[config.mk]
export PLATFORM = sky130hd
export DESIGN_NAME = audio_dac_serializer
export DESIGN_NICKNAME = d
export VERILOG_FILES = /design/src/rtl/audio_dac_serializer.sv
export SDC_FILE = /design/constraint.sdc
export NUM_CORES = 1
export LEC_CHECK = 0
export CORE_UTILIZATION = 57
export DETAILED_ROUTE_END_ITERATION = 10
export GPL_TIMING_DRIVEN = 0
export MAX_ROUTING_LAYER = met4
export PLACE_DENSITY = 0.8
export SETUP_SLACK_MARGIN = 0.3
export SLEW_MARGIN = 30
export SYNTH_ARGS = -nofsm -noshare
export SYNTH_HDL_FRONTEND = slang
export SYNTH_SLANG_ARGS = --single-unit
[constraint.sdc]
create_clock -name clk -period 5.8 [get_ports clk]
set_clock_uncertainty 0.05 [all_clocks]
set_input_delay 1.16 -clock clk [delete_from_list [all_inputs] [get_ports clk]]
set_output_delay 1.16 -clock clk [all_outputs]
set_load 0.01 [all_outputs]
[src/rtl/audio_dac_serializer.sv]
// I2S transmitter for the WM8731 DAC: buffers stereo pairs from an Avalon-ST sink
// and shifts them out on DACDAT, slaved to the codec-supplied BCLK and DACLRCK.
module audio_dac_serializer #(
  parameter int DATA_WIDTH = 16,
  parameter int FIFO_DEPTH = 8
) (
  input  logic                          clk,
  input  logic                          reset,
  input  logic [2*DATA_WIDTH-1:0]       sink_data,
  input  logic                          sink_valid,
  output logic                          sink_ready,
  input  logic                          dac_bclk,
  input  logic                          dac_lrck,
  output logic                          dac_dat,
  output logic [$clog2(FIFO_DEPTH):0]   fifo_level,
  output logic                          underflow,
  input  logic                          underflow_clr
);

  localparam int AW = $clog2(FIFO_DEPTH);
  localparam int CW = $clog2(DATA_WIDTH + 1);
  localparam logic [AW:0]   FULL_LEVEL = (AW + 1)'(FIFO_DEPTH);
  localparam logic [CW-1:0] WORD_BITS  = CW'(DATA_WIDTH);

  localparam logic [1:0] ALIGN = 2'd0;
  localparam logic [1:0] LEFT  = 2'd1;
  localparam logic [1:0] RIGHT = 2'd2;

  logic [2:0]              r_bclkSync;
  logic [1:0]              r_lrckSync;
  logic                    r_lrckS;
  logic                    r_active;

  logic [2*DATA_WIDTH-1:0] r_mem [FIFO_DEPTH];
  logic [AW-1:0]           r_wrPtr;
  logic [AW-1:0]           r_rdPtr;
  logic [AW:0]             r_level;

  logic [1:0]              r_state;
  logic [DATA_WIDTH-1:0]   r_shreg;
  logic [DATA_WIDTH-1:0]   r_hold;
  logic [CW-1:0]           r_cnt;
  logic                    r_dacDat;
  logic                    r_underflow;

  logic                    w_fallEvt;
  logic                    w_lrckNow;
  logic                    w_lrckFall;
  logic                    w_lrckRise;
  logic                    w_full;
  logic                    w_empty;
  logic                    w_push;
  logic                    w_leftLoad;
  logic                    w_pop;
  logic [2*DATA_WIDTH-1:0] w_popData;

  // BCLK gets a third stage for edge detection; LRCK stops at two so both
  // arrive with the same latency and are seen together on a fall event.
  always_ff @(posedge clk) begin
    if (reset) begin
      r_bclkSync <= '0;
      r_lrckSync <= '0;
    end else begin
      r_bclkSync <= {r_bclkSync[1:0], dac_bclk};
      r_lrckSync <= {r_lrckSync[0], dac_lrck};
    end
  end

  assign w_fallEvt  = r_bclkSync[2] & ~r_bclkSync[1];
  assign w_lrckNow  = r_lrckSync[1];
  assign w_lrckFall = w_fallEvt & r_lrckS & ~w_lrckNow;
  assign w_lrckRise = w_fallEvt & ~r_lrckS & w_lrckNow;

  assign w_full     = (r_level == FULL_LEVEL);
  assign w_empty    = (r_level == '0);
  assign sink_ready = r_active & ~w_full;
  assign w_push     = sink_valid & sink_ready;
  assign w_leftLoad = (r_state != LEFT) & w_lrckFall;
  assign w_pop      = w_leftLoad & ~w_empty;
  assign w_popData  = r_mem[r_rdPtr];

  always_ff @(posedge clk) begin
    if (w_push) begin
      r_mem[r_wrPtr] <= sink_data;
    end
  end

  always_ff @(posedge clk) begin
    if (reset) begin
      r_active <= 1'b0;
      r_wrPtr  <= '0;
      r_rdPtr  <= '0;
      r_level  <= '0;
    end else begin
      r_active <= 1'b1;
      if (w_push) begin
        r_wrPtr <= r_wrPtr + 1'b1;
      end
      if (w_pop) begin
        r_rdPtr <= r_rdPtr + 1'b1;
      end
      case ({w_push, w_pop})
        2'b10:   r_level <= r_level + 1'b1;
        2'b01:   r_level <= r_level - 1'b1;
        default: r_level <= r_level;
      endcase
    end
  end

  // Every load emits the I2S one-bit delay slot before the MSB; a word cut
  // short by an early LRCK toggle simply loses its remaining LSBs.
  always_ff @(posedge clk) begin
    if (reset) begin
      r_state     <= ALIGN;
      r_shreg     <= '0;
      r_hold      <= '0;
      r_cnt       <= '0;
      r_dacDat    <= 1'b0;
      r_lrckS     <= 1'b0;
      r_underflow <= 1'b0;
    end else begin
      if (underflow_clr) begin
        r_underflow <= 1'b0;
      end
      if (w_fallEvt) begin
        r_lrckS <= w_lrckNow;
        if (w_leftLoad) begin
          r_state  <= LEFT;
          r_dacDat <= 1'b0;
          r_cnt    <= WORD_BITS;
          if (!w_empty) begin
            r_shreg <= w_popData[2*DATA_WIDTH-1:DATA_WIDTH];
            r_hold  <= w_popData[DATA_WIDTH-1:0];
          end else begin
            r_shreg     <= '0;
            r_hold      <= '0;
            r_underflow <= 1'b1;
          end
        end else if ((r_state == LEFT) && w_lrckRise) begin
          r_state  <= RIGHT;
          r_dacDat <= 1'b0;
          r_cnt    <= WORD_BITS;
          r_shreg  <= r_hold;
        end else if (r_state == ALIGN) begin
          r_dacDat <= 1'b0;
        end else if (r_cnt != '0) begin
          r_dacDat <= r_shreg[DATA_WIDTH-1];
          r_shreg  <= {r_shreg[DATA_WIDTH-2:0], 1'b0};
          r_cnt    <= r_cnt - 1'b1;
        end else begin
          r_dacDat <= 1'b0;
        end
      end
    end
  end

  assign dac_dat    = r_dacDat;
  assign fifo_level = r_level;
  assign underflow  = r_underflow;

endmodule
==> qor.json, run 1 <==
{
  "worst_setup_path": {
    "cp_data_arrival_time_ns": 2.44,
    "critical_path_cell_by_cell": "clkbuf_1 > or4b_2 > and2_1 > clkdlybuf4s50_1",
    "setup.worst_path.end": "sink_ready",
    "setup.worst_path.class": "reg2out",
    "crit_slowest_cell": "sky130_fd_sc_hd__or4b_2",
    "worst-path-buf-inv": 2,
    "worstReg2RegEnd": "fifo_level[2]",
    "rr_worst_depth": 13,
    "worstReg2RegStart": "fifo_level[1]",
    "reg2reg_setup_slack_ns": 2.57,
    "critPathMaxStageDelay_ns": 0.69,
    "critical_path.max_fanout": 8,
    "crit_start": "fifo_level[1]",
    "worstPathRequired_ns": 4.59,
    "critical_path.startpoint_type": "register",
    "setup.worst_path.end_class": "output pin",
    "cp_top_family": "simple AND/OR/NAND/NOR gates",
    "worstSetupPathDepth": 4
  },
  "sta": {
    "timing.final.max_slew_violations": 0,
    "timing.slew.headroom": 0.464,
    "timing_worst_slew_pin_value_ns": 0.805,
    "finalHoldViolCount": 0,
    "final_min_period_over_clock_period": 0.629,
    "final-setup-viol-count": 0,
    "max_freq_ghz": 0.274,
    "grt_setup_unrepaired": "no",
    "layout_min_cycle_time_ns": 3.65
  },
  "synthesis": {
    "synth-warning-count": 0,
    "synth_register_bits": 317,
    "postSynthCellCount": 734,
    "avg_inst_size_synth_sq_um": 17.1,
    "synth_top_flop_cell": "sky130_fd_sc_hd__edfxtp_1",
    "synth.net_count": 779,
    "synth_edf_count": 256,
    "synth_seq_area_share": 0.710,
    "synth_area_sq_mm": 0.0126,
    "async_reset_ff_frac": 0,
    "post_synth_num_cell_types": 51
  },
  "route": {
    "route.detailed.wl_per_inst_um": 24.2,
    "drc": 0,
    "detail_route.vias_per_cell": 6.23,
    "drt_pre_antenna_iters": 4,
    "drt_iter0_drc": 660,
    "num_vias": 7056,
    "finalWirelength_um": 27400,
    "ant_nets": 0
  },
  "clocking": {
    "clk-insertion-delay-late_ns": 0.56,
    "cts.repair.resized": 0,
    "cts.sink_count": 317,
    "cts-htree-levels": 1,
    "cts_setup_buffers": 0,
    "cts_root_buf": "sky130_fd_sc_hd__clkbuf_16",
    "post_cts_hold_buffer_count": 0,
    "cts_tree": "built",
    "cts-buffers-inserted": 31,
    "clock_edge_transition_at_the_registers_on_the_reported_setup_and_hold_paths_ns": 0.06,
    "max-clock-path-buffers": 3
  },
  "global_routing": {
    "global_route_usage_over_all_layers": 0.261,
    "globalRouteOverflowTotal": 0,
    "grt_antenna_before_repair": 0,
    "grt_pass1_wl_um": 41800,
    "grt_max_degree": 18,
    "via_count_of_the_first_global_routing_pass": 7247
  },
  "die": {
    "floorplan.core_area_sq_mm": 0.0213,
    "die-height_um": 150,
    "rows": 53,
    "floorplan.die_area_sq_mm": 0.0226,
    "die_w_um": 150,
    "io_pins": 45,
    "floorplan.initialDensity": 0.590
  },
  "pwr": {
    "worst_ir_drop_vdd_mv": 0.223,
    "leakagePower_nw": 4.66,
    "power_per_unit_of_standard_cell_area_mw_per_mm2": 312
  },
  "run_status": {
    "outcome": "completed"
  },
  "finish": {
    "post_route_cells_drive_above_1_share": 0.212,
    "count_of_non_filler_cells_in_the_finished_layout": 1132,
    "fin_nets": 877,
    "mostFrequentLayoutCells": "256 x sky130_fd_sc_hd__edfxtp_1, 61 x sky130_fd_sc_hd__dfxtp_1, 52 x sky130_fd_sc_hd__mux2i_1",
    "flow.area_growth_from_synthesis_pct": 18.3,
    "post-route-util": 0.697,
    "antenna_cells_inserted": 0,
    "final_common_cell": "sky130_fd_sc_hd__edfxtp_1"
  },
  "placed_design": {
    "gp_congestion": 0.948,
    "hpwl_um": 18200,
    "port_buffers": 43,
    "placedCellCount": 1074
  },
  "job": {
    "max-cap-violations": 0
  },
  "worst_hold_path": {
    "min-delay-path-class": "reg2reg"
  }
}
## layout make-up
cell class	count	area, sq um
sequential	317	8910
fill	1308	6440
multi-input combinational	365	3420
timing repair buffer	65	843
clock buffer	38	822
tap	275	344
buffer	47	265
clock inverter	20	228
inverter	5	18.8
## registers in the layout, indices dropped and copies added (netlist names), 2 cells and up, named ones only
register and flops:
r_state 2, fifo_level 4, r_wrPtr 3, r_lrckSync 2, r_shreg 16, r_cnt 5, r_bclkSync 3, r_hold 16
r_rdPtr 3, r_mem 256
## how the worst min path moves through the flow
stage	startpoint	to	slack (ns)	cells after the start
after CTS	r_bclkSync[0]	r_bclkSync[1]	0.39	1
after global placement	r_hold[11]	r_hold[11]	0.38	2
after floorplan	r_bclkSync[0]	r_bclkSync[1]	0.36	1
final	r_bclkSync[0]	r_bclkSync[1]	0.39	1
after detailed placement	r_hold[1]	r_hold[1]	0.39	2
after global routing	r_lrckSync[0]	r_lrckSync[1]	0.42	1
## Yosys cell counts (10+ instances only)
library cell	count	share of area
sky130_fd_sc_hd__and3_1	15	0.0075
sky130_fd_sc_hd__clkbuf_1	23	0.0069
sky130_fd_sc_hd__edfxtp_1	256	0.61
sky130_fd_sc_hd__nor2b_1	10	0.0050
sky130_fd_sc_hd__buf_4	10	0.0060
sky130_fd_sc_hd__a21boi_0	15	0.0090
sky130_fd_sc_hd__mux2i_1	52	0.041
sky130_fd_sc_hd__a22oi_1	16	0.0096
sky130_fd_sc_hd__nand2b_1	16	0.0080
sky130_fd_sc_hd__a21oi_1	20	0.0080
sky130_fd_sc_hd__nand3_1	19	0.0076
sky130_fd_sc_hd__a311oi_2	10	0.012
sky130_fd_sc_hd__dfxtp_1	61	0.097
sky130_fd_sc_hd__o21ai_0	38	0.015
sky130_fd_sc_hd__nand2_1	24	0.0072
sky130_fd_sc_hd__nor2_1	16	0.0048
sky130_fd_sc_hd__buf_2	10	0.0040
sky130_fd_sc_hd__mux4_2	48	0.086
## metrics by stage
step	cell area [sq um]	worst slack (ns)	power (mW)	hold slack, ns	TNS (ns)
after floorplan	12600	1.42	2.57	0.364	0
after global placement	13300	-1.38	2.63	0.383	-75.88
after detailed placement	13800	2.22	2.64	0.393	0
after CTS	14800	2.13	4.66	0.391	0
after global routing	14800	2.04	4.74	0.415	0
final	14800	2.15	4.63	0.389	0
## where the power goes
| group | internal (mW) | switching (mW) |
|---|---|---|
| Sequential | 2.48 | 0.00777 |
| Clock | 1.19 | 0.840 |
| Combinational | 0.0478 | 0.0640 |
| Total | 3.72 | 0.912 |
## layer usage
layer  routed length, um  global-route usage  vias up
met5                   0                   -        -
met1               11300               0.342     3604
li1                    -                   -     3115
met2               13600               0.419      264
met4                1080               0.103        0
met3                1410              0.0315       73
## cell families after synthesis
family                     share of synthesized area
DFF                                            0.710
AOI/OAI and AO/OA                             0.0737
and+or+nand+nor                               0.0553
muxes                                          0.128
buffers and inverters                         0.0226
adders and majority gates                    0.00698
xor gates and xnor gates                     0.00419
(Power assumes the default switching activity.)
==> inputs of run 2 (changes only) <==
- CORE_UTILIZATION: 57 -> 55
- PLACE_DENSITY: 0.8 -> 0.81
- clock period: 5.8 -> 3.14 ns (I/O delays scaled with it)
==> run 2 against run 1 <==
Non-clock buffer count down 4. Sequential power up 85%. Sequential share of layout area is 0.27 points lower. Power rose by 90%. Clock power rose by 96%. Wire length fell by 0.69%. Clock-buffer cell count up 3. Die area increased by 3.6%. Hold slack worse by 0.0022 ns. Largest cell class unchanged.
==> qor.json, run 2 (synthesis gave the netlist of run 1 again) <==
{
  "clocking": {
    "clock_edge_transition_at_the_registers_on_the_reported_setup_and_hold_paths": {"value": 0.07, "unit": "ns", "change": "was 0.06 ns"},
    "max-clock-path-buffers": {"value": 3, "change": "unchanged"},
    "cts.sink_count": {"value": 317, "change": "unchanged"},
    "cts_tree": {"value": "built", "change": "unchanged"},
    "cts_root_buf": {"value": "sky130_fd_sc_hd__clkbuf_16", "change": "unchanged"},
    "clk-insertion-delay-late": {"value": 0.52, "unit": "ns", "change": "was 0.56 ns"},
    "cts-htree-levels": {"value": 2, "change": "was 1"},
    "cts-buffers-inserted": {"value": 34, "change": "was 31"},
    "post_cts_hold_buffer_count": {"value": 0, "change": "unchanged"}
  },
  "worst_setup_path": {
    "setup.worst_path.class": {"value": "reg2out", "change": "unchanged"},
    "worstPathRequired": {"value": 2.46, "unit": "ns", "change": "was 4.59 ns"},
    "critical_path.startpoint_type": {"value": "register", "change": "unchanged"},
    "setup.worst_path.end_class": {"value": "output pin", "change": "unchanged"},
    "reg2reg_setup_slack": {"value": 0.37, "unit": "ns", "change": "was 2.57 ns"},
    "cp_data_arrival_time": {"value": 2.18, "unit": "ns", "change": "was 2.44 ns"},
    "critical_path.max_fanout": {"value": 8, "change": "unchanged"}
  },
  "route": {
    "drc": {"value": 0, "change": "unchanged"},
    "topRoutingLayerUsed": {"value": "met4", "change": "unchanged"},
    "drt_pre_antenna_iters": {"value": 5, "change": "was 4"},
    "met2WireLength": {"value": 13600, "unit": "um", "change": "unchanged"},
    "detail_route.vias_per_cell": {"value": 6.22, "change": "was 6.23"},
    "num_vias": {"value": 7073, "change": "was 7056"},
    "met1Wirelength": {"value": 10800, "unit": "um", "change": "was 11300 um"},
    "drt_iter0_drc": {"value": 824, "change": "was 660"},
    "ant_nets": {"value": 0, "change": "unchanged"},
    "route.detailed.wl_per_inst": {"value": 24.0, "unit": "um", "change": "was 24.2 um"},
    "route.met3.wl": {"value": 1850, "unit": "um", "change": "was 1410 um"},
    "finalWirelength": {"value": 27200, "unit": "um", "change": "was 27400 um"}
  },
  "finish": {
    "post_route_cells_drive_above_1_share": {"value": 0.212, "change": "unchanged"},
    "antenna_cells_inserted": {"value": 0, "change": "unchanged"},
    "filler_cell_count": {"value": 1372, "change": "was 1308"},
    "final_common_cell": {"value": "sky130_fd_sc_hd__edfxtp_1", "change": "unchanged"},
    "fin_nets": {"value": 876, "change": "was 877"},
    "largest_register_ff_count": {"value": 256, "change": "unchanged"},
    "mostFrequentLayoutCells": {"value": "256 x sky130_fd_sc_hd__edfxtp_1, 61 x sky130_fd_sc_hd__dfxtp_1, 52 x sky130_fd_sc_hd__mux2i_1", "change": "unchanged"},
    "largestRegisters": {"value": "r_mem: 256 flops, r_hold: 16 flops, r_shreg: 16 flops", "change": "unchanged"},
    "flow.area_growth_from_synthesis": {"value": 18.8, "unit": "%", "change": "was 18.3%"},
    "largest-register": {"value": "r_mem", "change": "unchanged"}
  },
  "sta": {
    "layout_min_cycle_time_ns": 2.86,
    "timing.slew.headroom": {"value": 0.459, "change": "was 0.464"},
    "finalHoldViolCount": {"value": 0, "change": "unchanged"},
    "worst_hold_slack_across_all_endpoints": {"value": 0.386, "unit": "ns", "change": "was 0.389 ns"},
    "final_min_period_over_clock_period": 0.910,
    "layout_setup_ws": {"value": 0.284, "unit": "ns", "change": "was 2.15 ns"},
    "final-setup-viol-count": {"value": 0, "change": "unchanged"},
    "timing_worst_slew_pin_value": {"value": 0.811, "unit": "ns", "change": "was 0.805 ns"},
    "max_freq_ghz": 0.350,
    "timing.final.max_slew_violations": {"value": 0, "change": "unchanged"},
    "grt_setup_unrepaired": {"value": "yes", "change": "was no"}
  },
  "global_routing": {
    "grt_pass1_wl": {"value": 41300, "unit": "um", "change": "was 41800 um"},
    "grt_antenna_before_repair": {"value": 0, "change": "unchanged"},
    "global_route_usage_over_all_layers": {"value": 0.244, "change": "was 0.261"},
    "globalRouteOverflowTotal": {"value": 0, "change": "unchanged"},
    "via_count_of_the_first_global_routing_pass": {"value": 7105, "change": "was 7247"},
    "grt_max_degree": {"value": 20, "change": "was 18"}
  },
  "die": {
    "floorplan.die_area": {"value": 0.0234, "unit": "sq mm", "change": "was 0.0226 sq mm"},
    "die-height": {"value": 153, "unit": "um", "change": "was 150 um"},
    "floorplan.core_area": {"value": 0.0221, "unit": "sq mm", "change": "was 0.0213 sq mm"},
    "floorplan.initialDensity": {"value": 0.568, "change": "was 0.590"},
    "die_w": {"value": 153, "unit": "um", "change": "was 150 um"},
    "rows": {"value": 54, "change": "was 53"},
    "io_pins": {"value": 45, "change": "unchanged"}
  },
  "pwr": {
    "worst_ir_drop_vdd": {"value": 0.308, "unit": "mV", "change": "was 0.223 mV"},
    "leakagePower": {"value": 4.67, "unit": "nW", "change": "was 4.66 nW"},
    "power_per_unit_of_standard_cell_area": {"value": 588, "unit": "mW/mm^2", "change": "was 312 mW/mm^2"}
  },
  "worst_hold_path": {
    "min-delay-path-class": {"value": "reg2reg", "change": "unchanged"}
  },
  "placed_design": {
    "hpwl": {"value": 17200, "unit": "um", "change": "was 18200 um"},
    "port_buffers": {"value": 43, "change": "unchanged"},
    "gp_congestion": {"value": 0.892, "change": "was 0.948"},
    "pre_cts_ws": {"value": 0.0774, "unit": "ns", "change": "was 2.22 ns"}
  },
  "run_status": {
    "outcome": {"value": "completed", "change": "unchanged"}
  },
  "job": {
    "max-cap-violations": {"value": 0, "change": "unchanged"}
  }
}
run 2: cell count changes in the layout (fill, tap and decap cells not counted), sizes merged:
cell / previous run / this run
clkdlybuf4s50: 43 / 42
clkinvlp: 5 / 3
inv: 6 / 7
clkbuf: 61 / 64
dlygate4sd2: 0 / 1
buf: 46 / 42
clkinv: 10 / 12
run 2: through the flow:
step	cells	area (sq um)	util	power (mW)	TNS [ns]
floorplan	734	12600	-	4.75	0
global placement	1057	13400	0.605	4.86	-279.58
detailed placement	1074	13800	0.623	4.88	0
CTS	1136	14900	0.674	8.81	0
global route	1137	14900	0.675	8.99	0
finish	1137	14900	0.675	8.77	0
run 2: timing repair:
| item | in CTS | in global routing |
|---|---|---|
| buffers inserted | 0 | 1 |
| resized for setup | 5 | 3 |
| endpoints found under the setup margin | 3 | 3 |
| pin swaps | 0 | 1 |
| gates cloned | 0 | 0 |
run 2: layer usage:
| layer | GRT usage | vias to the layer above |
|---|---|---|
| li1 | - | 3105 |
| met2 | 0.388 | 328 |
| met3 | 0.0391 | 66 |
| met1 | 0.315 | 3574 |
| met5 | - | - |
| met4 | 0.103 | 0 |
run 2: worst paths after layout:
path	cells after the start	to	from
max	4	sink_ready	fifo_level[1]
min	1	r_lrckSync[1]	r_lrckSync[0]
max reg2reg	12	fifo_level[3]	fifo_level[1]
min reg2reg	1	r_lrckSync[1]	r_lrckSync[0]
run 2: worst max-delay path, stage by stage, from the launching register on:
cell	delay [ns]
sky130_fd_sc_hd__dfxtp_1	0.30
sky130_fd_sc_hd__clkbuf_2	0.16
sky130_fd_sc_hd__or4b_2	0.70
sky130_fd_sc_hd__and2_1	0.21
sky130_fd_sc_hd__dlygate4sd2_1	0.28
run 2: power breakdown:
part	switching, mW	leakage [nW]	internal (mW)
Clock	1.59	0.543	2.39
Sequential	0.0142	2.81	4.58
Combinational	0.119	1.32	0.0880
run 2: cell type report:
class	instances	area [sq um]	area share
Buffer	47	275	0.0185
Clock buffer	41	898	0.0602
Clock inverter	21	224	0.0150
Inverter	5	18.8	0.00126
Multi-Input combinational cell	365	3440	0.231
Sequential cell	317	8910	0.597
Tap cell	280	350	0.0235
Timing Repair Buffer	61	795	0.0533
